`src/rtl/jstack_pop_reader.sv`:
```
`default_nettype none
// ============================================================================
// Module      : jstack_pop_reader
// Description : Read-side engine for the JVM stack RAM.
//               - Pops (mode 0): read n words downward from jsp-1 and hand
//                 the decremented jsp back to the jsp register.
//               - Frame reads (mode 1): read n words upward from
//                 jframe+ofs. Addresses wrap modulo 2**ADDR_WIDTH.
//               Reads are issued back-to-back, one per cycle. Returned
//               words land in jop0..jop3. The MCU is stalled through
//               mcu_wait while a request is in flight.
// Ports       : sysclk/sysreset  - clock, asynchronous active-high reset
//               req, req_mode, req_cnt_m1, req_ofs - request interface
//               jsp_in, jframe_in                  - stack pointer inputs
//               ram_addr, ram_rden, ram_q          - RAM read port
//               jop_flat                           - {jop3,jop2,jop1,jop0}
//               jsp_out, jsp_load                  - jsp write-back
//               done, busy, mcu_wait               - status / stall
//               underflow, req_drop                - error pulses
// Revision    : 1.0 - initial release
// ============================================================================
module jstack_pop_reader #(
    parameter int ADDR_WIDTH  = 10,
    parameter int RAM_LATENCY = 2
) (
    input  logic                  sysclk,
    input  logic                  sysreset,
    input  logic                  req,
    input  logic                  req_mode,
    input  logic [1:0]            req_cnt_m1,
    input  logic [ADDR_WIDTH-1:0] req_ofs,
    input  logic [ADDR_WIDTH-1:0] jsp_in,
    input  logic [ADDR_WIDTH-1:0] jframe_in,
    output logic [ADDR_WIDTH-1:0] ram_addr,
    output logic                  ram_rden,
    input  logic [15:0]           ram_q,
    output logic [63:0]           jop_flat,
    output logic [ADDR_WIDTH-1:0] jsp_out,
    output logic                  jsp_load,
    output logic                  done,
    output logic                  busy,
    output logic                  mcu_wait,
    output logic                  underflow,
    output logic                  req_drop
);

    localparam int AW = ADDR_WIDTH;
    localparam int L  = RAM_LATENCY;

    typedef enum logic [1:0] {
        S_IDLE = 2'd0,
        S_READ = 2'd1,
        S_DONE = 2'd2
    } state_t;

    state_t          r_state;
    state_t          w_next;

    logic            r_mode;
    logic [1:0]      r_cnt_m1;
    logic [AW-1:0]   r_addr;       // address of the next word to issue
    logic [AW-1:0]   r_jsp_new;
    logic [2:0]      r_iss;        // number of words issued so far
    logic            r_pv [L];     // read-return valid pipe
    logic [1:0]      r_pi [L];     // read-return jop index pipe
    logic [15:0]     r_jop [4];
    logic            r_underflow;
    logic            r_req_drop;

    logic [AW-1:0]   w_n;
    logic            w_uflow_hit;
    logic            w_accept;
    logic            w_issue;
    logic            w_cap;
    logic [1:0]      w_cap_idx;
    logic            w_last;
    logic            w_drop_hit;

    assign w_n         = AW'(req_cnt_m1) + AW'(1);
    assign w_uflow_hit = (r_state == S_IDLE) && req && !req_mode && (jsp_in < w_n);
    assign w_accept    = (r_state == S_IDLE) && req && !w_uflow_hit;
    assign w_issue     = (r_state == S_READ) && (r_iss <= {1'b0, r_cnt_m1});
    assign w_cap       = (r_state == S_READ) && r_pv[L-1];
    assign w_cap_idx   = r_pi[L-1];
    assign w_last      = w_cap && (w_cap_idx == r_cnt_m1);

    // A request seen in the last READ cycle would flag its drop in the DONE
    // cycle; that pulse is suppressed so req_drop never coincides with done.
    assign w_drop_hit  = (r_state != S_IDLE) && req && !((r_state == S_READ) && w_last);

    assign jop_flat  = {r_jop[3], r_jop[2], r_jop[1], r_jop[0]};
    assign underflow = r_underflow;
    assign req_drop  = r_req_drop;

    // ------------------------------------------------------------------
    // Next-state and output decode
    // ------------------------------------------------------------------
    always_comb begin
        w_next   = r_state;
        ram_rden = 1'b0;
        ram_addr = '0;
        done     = 1'b0;
        jsp_load = 1'b0;
        jsp_out  = '0;
        busy     = (r_state != S_IDLE);
        mcu_wait = (r_state != S_IDLE) || req;

        case (r_state)
            S_IDLE: begin
                if (w_accept) begin
                    w_next = S_READ;
                end
            end
            S_READ: begin
                if (w_issue) begin
                    ram_rden = 1'b1;
                    ram_addr = r_addr;
                end
                if (w_last) begin
                    w_next = S_DONE;
                end
            end
            S_DONE: begin
                done = 1'b1;
                if (!r_mode) begin
                    jsp_load = 1'b1;
                    jsp_out  = r_jsp_new;
                end
                w_next = S_IDLE;
            end
            default: begin
                w_next = S_IDLE;
            end
        endcase
    end

    // ------------------------------------------------------------------
    // State, datapath and operand registers
    // ------------------------------------------------------------------
    always_ff @(posedge sysclk or posedge sysreset) begin
        if (sysreset) begin
            r_state     <= S_IDLE;
            r_mode      <= 1'b0;
            r_cnt_m1    <= 2'd0;
            r_addr      <= '0;
            r_jsp_new   <= '0;
            r_iss       <= 3'd0;
            r_underflow <= 1'b0;
            r_req_drop  <= 1'b0;
            for (int k = 0; k < L; k++) begin
                r_pv[k] <= 1'b0;
                r_pi[k] <= 2'd0;
            end
            for (int j = 0; j < 4; j++) begin
                r_jop[j] <= 16'h0000;
            end
        end else begin
            r_state     <= w_next;
            r_underflow <= w_uflow_hit;
            r_req_drop  <= w_drop_hit;

            // Each issued read travels down the pipe and pops out exactly
            // when its data is valid on ram_q.
            r_pv[0] <= w_issue;
            r_pi[0] <= r_iss[1:0];
            for (int k = 1; k < L; k++) begin
                r_pv[k] <= r_pv[k-1];
                r_pi[k] <= r_pi[k-1];
            end

            if (w_accept) begin
                r_mode    <= req_mode;
                r_cnt_m1  <= req_cnt_m1;
                r_iss     <= 3'd0;
                r_jsp_new <= jsp_in - w_n;
                r_addr    <= req_mode ? (jframe_in + req_ofs) : (jsp_in - AW'(1));
                // Slots beyond this request's word count read back as zero.
                for (int j = 0; j < 4; j++) begin
                    if (2'(j) > req_cnt_m1) begin
                        r_jop[j] <= 16'h0000;
                    end
                end
            end else if (w_issue) begin
                r_iss  <= r_iss + 3'd1;
                r_addr <= r_mode ? (r_addr + AW'(1)) : (r_addr - AW'(1));
            end

            if (w_cap) begin
                r_jop[w_cap_idx] <= ram_q;
            end
        end
    end

endmodule
`default_nettype wire

```
`config.mk`:
```
export PLATFORM = sky130hd
export DESIGN_NAME = jstack_pop_reader
export DESIGN_NICKNAME = d
export VERILOG_FILES = /design/src/rtl/jstack_pop_reader.sv
export SDC_FILE = /design/constraint.sdc
export NUM_CORES = 1
export LEC_CHECK = 0
export ABC_AREA = 1
export CELL_PAD_IN_SITES_DETAIL_PLACEMENT = 0
export CELL_PAD_IN_SITES_GLOBAL_PLACEMENT = 1
export CORE_ASPECT_RATIO = 0.7
export CORE_MARGIN = 2
export CORE_UTILIZATION = 36
export DETAILED_ROUTE_END_ITERATION = 8
export PLACE_DENSITY_LB_ADDON = 0.15
export SLEW_MARGIN = 20
export SYNTH_ARGS = -nofsm -noshare
export SYNTH_HDL_FRONTEND = slang
export SYNTH_SLANG_ARGS = --single-unit
```
`constraint.sdc`:
```
create_clock -name sysclk -period 3.9 [get_ports sysclk]
set_input_delay 0.39 -clock sysclk [delete_from_list [all_inputs] [get_ports sysclk]]
set_output_delay 0.39 -clock sysclk [all_outputs]
set_load 0.05 [all_outputs]
```
==> results of run 1 <==
==> how the worst max path moves through the flow <==
stage / start / endpoint / cells past startpoint
2_1_floorplan: sysreset / jop_flat[0] / 1
3_3_place_gp: req_cnt_m1[0] / jop_flat[29] / 12
3_5_place_dp: req_cnt_m1[0] / jop_flat[23] / 12
4_1_cts: r_cnt_m1[1] / ram_rden / 9
5_1_grt: r_cnt_m1[1] / ram_rden / 9
6_report: r_cnt_m1[1] / ram_rden / 9
==> registers in the layout (all words and copies together), names as in the netlist, 2 cells and up <==
register	count
r_state	2
r_cnt_m1	2
r_pi	2
r_jsp_new	10
w_cap_idx	2
r_iss	3
r_addr	10
jop_flat	64
r_pv	2
==> routing by layer <==
metal / share of wire, % / track usage [%] / vias up / routed length [µm]
met2: 41 / 27.7 / 125 / 6370
met4: 0.73 / 3.47 / 0 / 114
met1: 52 / 31.6 / 2349 / 8180
li1: - / - / 2481 / -
met3: 6.2 / 4.60 / 12 / 970
met5: 0 / 0 / - / 0
==> per-stage QoR <==
| stage | cells | utilization (%) | worst slack, ns |
|---|---|---|---|
| floorplan | 683 | - | 0.891 |
| global placement | 1000 | 47.5 | 0.903 |
| detailed placement | 1000 | 47.5 | 0.801 |
| CTS | 1016 | 49.7 | 0.553 |
| global route | 1016 | 49.8 | 0.373 |
| finish | 1016 | 49.8 | 0.578 |
==> worst register-to-register path: cells and delay by family, from the launching register on <==
kind / cells / cell delay [ns]
adder cells (fa/ha/maj): 1 / 0.30
AND/OR/NAND/NOR: 3 / 0.32
flip-flops: 1 / 0.41
buffers and inverters: 4 / 0.63
AO/OA/AOI/OAI: 3 / 0.48
==> placed cells by master (no fill, tap or decap), types with 3 or more instances in the layout <==
master,n
a21oi_1,16
buf_4,3
clkbuf_16,9
clkdlybuf4s50_1,142
dfrtp_1,100
fa_1,3
ha_1,27
inv_1,91
inv_6,3
nand2_1,136
nand2_4,3
nand3_1,84
nand4_1,5
nor2_1,62
o21ai_0,87
o21ai_1,3
or2_2,4
xnor2_1,3
xor2_1,12
==> power breakdown <==
group | internal (mW) | total (mW) | switching (mW)
logic | 1.24 | 3.80 | 2.56
clock network | 0.515 | 0.958 | 0.443
registers | 1.46 | 1.73 | 0.266
==> cell type report <==
| cell class | count | area share, % |
|---|---|---|
| inverters | 94 | 4.90 |
| clock inverters | 7 | 1.26 |
| flip-flops and latches | 100 | 34.0 |
| well taps | 195 | 3.32 |
| repair buffers | 145 | 19.6 |
| multi-input cells | 466 | 33.8 |
| clock buffers | 9 | 3.06 |
==> cell families after synthesis <==
family,synth area share (%)
adder cells (fa/ha/maj),7.30
AO/OA/AOI/OAI,11.7
XOR/XNOR,2.41
buffers and inverters,8.74
flip-flops,45.9
AND/OR/NAND/NOR,24.0
==> summary.txt, run 1 <==
Outcome
  • Outcome: finished, final reports clean

Route
  • DRC: 0
  • DRT iter0 DRCs: 342
  • Via count: 4967
  • Routed WL: 15600 µm
  • DR vias/cell: 4.89
  • ANT nets after route: 0
  • Wire per inst: 15.4 µm
  • Drt pass-1 iters: 5

Setup path
  • CP endpoint kind: output pin
  • Most frequent CP cell: inv_1
  • Slowest stage delay, CP: 0.87 ns
  • Crit path max fanout: 13
  • CP max-delay cell: clkdlybuf4s50_1
  • Reg-to-Reg End: r_addr[5]
  • Reg-to-Reg Start: r_cnt_m1[1]
  • Worst R2R Setup Slack: 1.64 ns
  • Register-to-Register Path Depth: 11
  • Crit path cell chain: inv_1, ha_1, inv_1, nor2_1, o21ai_0, nand3_1, buf_4, inv_1, clkdlybuf4s50_1
  • Setup CP Type: reg2out
  • Crit-path leading delay family: buffers and inverters
  • CP required: 3.51 ns
  • Startpoint types: flop
  • CP Buf/Inv Count: 5
  • WP data arrival: 2.93 ns

Layout
  • Fillers: 1391
  • Storage element area: 2500 µm²
  • Synthesis-to-layout area growth: 34.8%
  • Multi-input gate area in the final layout: 2480 µm²
  • Final nets: 898
  • Fraction of layout cells with a size suffix above 1: 4.26%
  • N_diodes: 0
  • Fin area: 7350 µm²

STA
  • Clk_skew: 0.00917 ns
  • Final Max Tran Viols: 0
  • Max-slew headroom: 33.6%
  • Period utilisation layout: 85.2%
  • Minimum clock period: 3.32 ns
  • Final setup vio count: 0
  • Worst-Margin Slew: 0.994 ns
  • FMAX: 301 MHz
  • Hold slack: 0.352 ns
  • Total Neg Setup Slack: 0 ns
  • RSZ-0062 raised after global routing: no
  • Endpoints failing hold: 0

GRT
  • First-pass GRT wire length: 24700 µm
  • Total grt overflow: 0
  • Vias in the first global route: 4647
  • Largest net degree at the start of global routing: 82
  • GRT Overall Usage: 19.9%
  • Initial antenna violation count: 0

Floorplanning
  • Die Span X: 151 µm
  • Initial Utilization: 36.9%
  • Core region area: 14800 µm²
  • Cell Rows: 37
  • Die height: 107 µm
  • Die ar.: 16200 µm²
  • Top Ports: 143

Yosys
  • Post-synth EDFFs: 0
  • Seq cells post-synth: 100
  • Ranking of synthesized cells by area: dfrtp_1 46%, nand2_1 9.4%, o21ai_0 8.0%
  • Primary FF master, synth: dfrtp_1
  • Sequential fraction of the synthesis area: 45.9%
  • Yosys cell types: 33
  • Post-synth top cells: 136 x nand2_1, 100 x dfrtp_1, 92 x inv_1, 87 x o21ai_0, 86 x nand3_1
  • Post-Syn Instances: 683
  • Share of synthesized registers carrying an async set or reset: 100%
  • Syn Area/Cell: 7.98 µm²
  • Leading area contributor after synthesis: dfrtp_1
  • Count leader, synth: nand2_1
  • Yosys top cell area share: 45.9%
  • Yosys warnings: 0
  • Cell Area, Synth: 5450 µm²
  • Syn_nets: 765

Hold path
  • Hold path depth: 0
  • Hold Crit Start: r_pi[2]
  • Hold Crit Class: reg2reg
  • Hold-critical path endpoint: w_cap_idx[0]

Clock tree
  • PostCTS Resize Cnt: 0
  • Hold Buf Count CTS: 0
  • Sink Count: 100
  • Root buffer cell: clkbuf_16
  • H-tree level count: 3
  • Cts bufs inserted: 9
  • Post CTS Setup Buffer Count: 0
  • Clock transition at path regs: 0.08 ns
  • Clock buffer depth: 2
  • CTS tree: yes
  • Clk_lat worst skew: 0.35 ns

Pwr
  • Total design power: 6.48 mW
  • Lkg Pwr: 3.57 nW
  • Pwr dens: 882 nW/µm²
  • Maximum VDD drop: 472 µV

Placed design
  • DPL Wire Length: 11900 µm
  • Placer Congestion: 0.839
  • Number of port buffers: 142
  • Post-DP Area: 7020 µm²

Flow run
  • Max Cap Viol: 0
(Power assumes the default switching activity.)
==> inputs of run 2 (changes only) <==
SLEW_MARGIN = unset   (was 20)
==> run 2 against run 1 <==
Net effect:
- sequential power hardly changed
- cell area is 0.17% lower
- clock-buffer cell count stayed put
- power hardly changed
- first-iteration DRC count is 1.8% higher
- sequential cell count stayed put
- highest routed layer unchanged
- largest cell class unchanged
- non-clock buffer count stayed put
- die area stayed put
==> summary.txt, run 2 (same netlist as run 1, synthesis figures left out) <==
Setup path
  • Setup CP Type: reg2out (unchanged)
  • Most frequent CP cell: inv_1 (unchanged)
  • Slowest stage delay, CP: 0.87 ns (about the same)
  • Crit path max fanout: 13 (unchanged)
  • CP max-delay cell: clkdlybuf4s50_1 (unchanged)
  • Crit path cell chain: inv_1, ha_1, inv_1, nor2_1, o21ai_0, nand3_1, buf_4, inv_1, clkdlybuf4s50_1 (unchanged)
  • Crit-path leading delay family: buffers and inverters (unchanged)
  • CP required: 3.51 ns (about the same)
  • Reg-to-Reg End: jop_flat[23] (was r_addr[5])
  • CP endpoint kind: output pin (unchanged)
  • Worst R2R Setup Slack: 1.63 ns (was 1.64 ns)
  • WP data arrival: 2.94 ns (was 2.93 ns)
  • Reg-to-Reg Start: r_state[0] (was r_cnt_m1[1])
  • CP Buf/Inv Count: 5 (unchanged)
  • Register-to-Register Path Depth: 7 (was 11)
  • Startpoint types: flop (unchanged)

Route
  • ANT nets after route: 0 (unchanged)
  • DRC: 0 (unchanged)
  • Drt pass-1 iters: 4 (was 5)
  • Routed WL: 15700 µm (was 15600 µm)
  • Via count: 4932 (was 4967)
  • DR vias/cell: 4.85 (was 4.89)
  • DRT iter0 DRCs: 348 (was 342)
  • Wire per inst: 15.4 µm (about the same)

Pwr
  • Flop pwr share: 26.6% (about the same)
  • Lkg Pwr: 3.57 nW (about the same)
  • Clock power frac: 14.8% (about the same)
  • Total design power: 6.48 mW (about the same)
  • Switch share: 50.5% (about the same)
  • Sw power: 3.27 mW (about the same)
  • Pwr dens: 883 nW/µm² (was 882 nW/µm²)
  • Maximum VDD drop: 473 µV (was 472 µV)
  • Internal Power: 3.21 mW (about the same)
  • Combinational share of power: 58.6% (about the same)

STA
  • Worst-Margin Slew: 1.05 ns (was 0.994 ns)
  • Total Neg Setup Slack: 0 ns (unchanged)
  • Minimum clock period: 3.33 ns (was 3.32 ns)
  • Period utilisation layout: 85.3% (was 85.2%)
  • Max-slew headroom: 29.9% (was 33.6%)
  • Final Max Tran Viols: 0 (unchanged)
  • Worst Slack Setup Final: 0.574 ns (was 0.578 ns)
  • Clk_skew: 0.0116 ns (was 0.00917 ns)
  • Final setup vio count: 0 (unchanged)
  • RSZ-0062 raised after global routing: no (unchanged)
  • FMAX: 301 MHz (about the same)
  • Endpoints failing hold: 0 (unchanged)

Hold path
  • Hold path depth: 0 (unchanged)
  • Hold Crit Start: r_pv[1] (was r_pi[2])
  • Hold Crit Class: reg2reg (unchanged)
  • Hold-critical path endpoint: r_pv[0] (was w_cap_idx[0])

Clock tree
  • Sink Count: 100 (unchanged)
  • CTS tree: yes (unchanged)
  • H-tree level count: 3 (unchanged)
  • Hold Buf Count CTS: 0 (unchanged)
  • Cts bufs inserted: 9 (unchanged)
  • PostCTS Resize Cnt: 0 (unchanged)
  • Post CTS Setup Buffer Count: 0 (unchanged)
  • Clock buffer depth: 2 (unchanged)
  • Clk_lat worst skew: 0.36 ns (was 0.35 ns)
  • Root buffer cell: clkbuf_16 (unchanged)
  • Clock transition at path regs: 0.08 ns (about the same)

Placed design
  • Number of port buffers: 142 (unchanged)
  • Placer Congestion: 0.839 (unchanged)
  • Post-Place Worst Slack: 0.801 ns (unchanged)
  • Post-DP Area: 7020 µm² (unchanged)
  • DPL Wire Length: 11900 µm (unchanged)

GRT
  • GRT Overall Usage: 19.9% (unchanged)
  • Total grt overflow: 0 (unchanged)
  • Largest net degree at the start of global routing: 82 (unchanged)
  • Initial antenna violation count: 0 (unchanged)
  • Vias in the first global route: 4647 (unchanged)
  • First-pass GRT wire length: 24700 µm (unchanged)

Layout
  • Fin area: 7340 µm² (was 7350 µm²)
  • Commonest non-fill, non-tap cell in the layout: clkdlybuf4s50_1 (unchanged)
  • Fillers: 1390 (was 1391)
  • Storage element area: 2500 µm² (unchanged)
  • Final nets: 898 (unchanged)
  • Multi-input gate area in the final layout: 2470 µm² (was 2480 µm²)
  • Fraction of layout cells with a size suffix above 1: 4.02% (was 4.26%)
  • N_diodes: 0 (unchanged)
  • Commonest cells after routing, fill and taps aside: 142 x clkdlybuf4s50_1, 136 x nand2_1, 100 x dfrtp_1, 91 x inv_1, 87 x o21ai_0 (unchanged)
  • Synthesis-to-layout area growth: 34.6% (was 34.8%)
  • Max reg flops: 64 (unchanged)
  • Final core occ: 49.7% (was 49.8%)

Flow run
  • Max Cap Viol: 0 (unchanged)

Floorplanning
  • Core region area: 14800 µm² (unchanged)
  • Cell Rows: 37 (unchanged)
  • Die height: 107 µm (unchanged)
  • Initial Utilization: 36.9% (unchanged)
  • Die ar.: 16200 µm² (unchanged)
  • Die Span X: 151 µm (unchanged)
  • Top Ports: 143 (unchanged)

Outcome
  • Outcome: finished, final reports clean (unchanged)
run 2: cell count changes in the layout (fill, tap and decap cells not counted):
cell     change
inv_4        +1
nand3_2      -2
nand3_1      +2
inv_6        -1
run 2: worst max-delay path by stage:
stage | to | cells after the start | start
3_3_place_gp | jop_flat[29] | 12 | req_cnt_m1[0]
4_1_cts | ram_rden | 9 | r_cnt_m1[1]
6_report | ram_rden | 9 | r_cnt_m1[1]
3_5_place_dp | jop_flat[23] | 12 | req_cnt_m1[0]
2_1_floorplan | jop_flat[0] | 1 | sysreset
5_1_grt | ram_rden | 9 | r_cnt_m1[1]
run 2: layout make-up:
cell class,count,share of cell area [%]
timing repair buffer,145,19.7
tap,195,3.32
inverter,94,4.88
clock buffer,9,3.07
clock inverter,7,1.26
sequential,100,34.1
multi-input combinational,466,33.7
run 2: power groups by stage:
| stage | combinational, mW | clock [mW] | sequential (mW) |
|---|---|---|---|
| 5_1_grt | 4.14 | 1.03 | 1.78 |
| 3_5_place_dp | 3.79 | 0 | 1.74 |
| 3_3_place_gp | 3.74 | 0 | 1.73 |
| 2_1_floorplan | 1.83 | 0 | 2.51 |
| 4_1_cts | 3.81 | 0.981 | 1.73 |
| 6_report | 3.80 | 0.962 | 1.72 |
run 2: worst reg2reg max path, stage by stage, from the launching register on:
cell and delay (ns):
dfrtp_1 0.36, inv_1 0.07, nor2_1 0.22, nand2_1 0.14, inv_1 0.12, nand3_1 0.73
nand3_1 0.33, o21ai_0 0.13
run 2: stage by stage:
stage	std cells	hold slack [ns]
3_3_place_gp	1000	0.335
6_report	1016	0.352
2_1_floorplan	683	0.331
4_1_cts	1016	0.354
3_5_place_dp	1000	0.337
5_1_grt	1016	0.368
run 2: per-layer routing:
layer  routed length (µm)  global-route usage (%)  vias to the layer above
met5                    0                       0                        -
met4                   68                    3.47                        0
met3                 1070                    4.60                        7
met2                 6360                    27.7                      129
met1                 8160                    31.6                     2314
li1                     -                       -                     2482
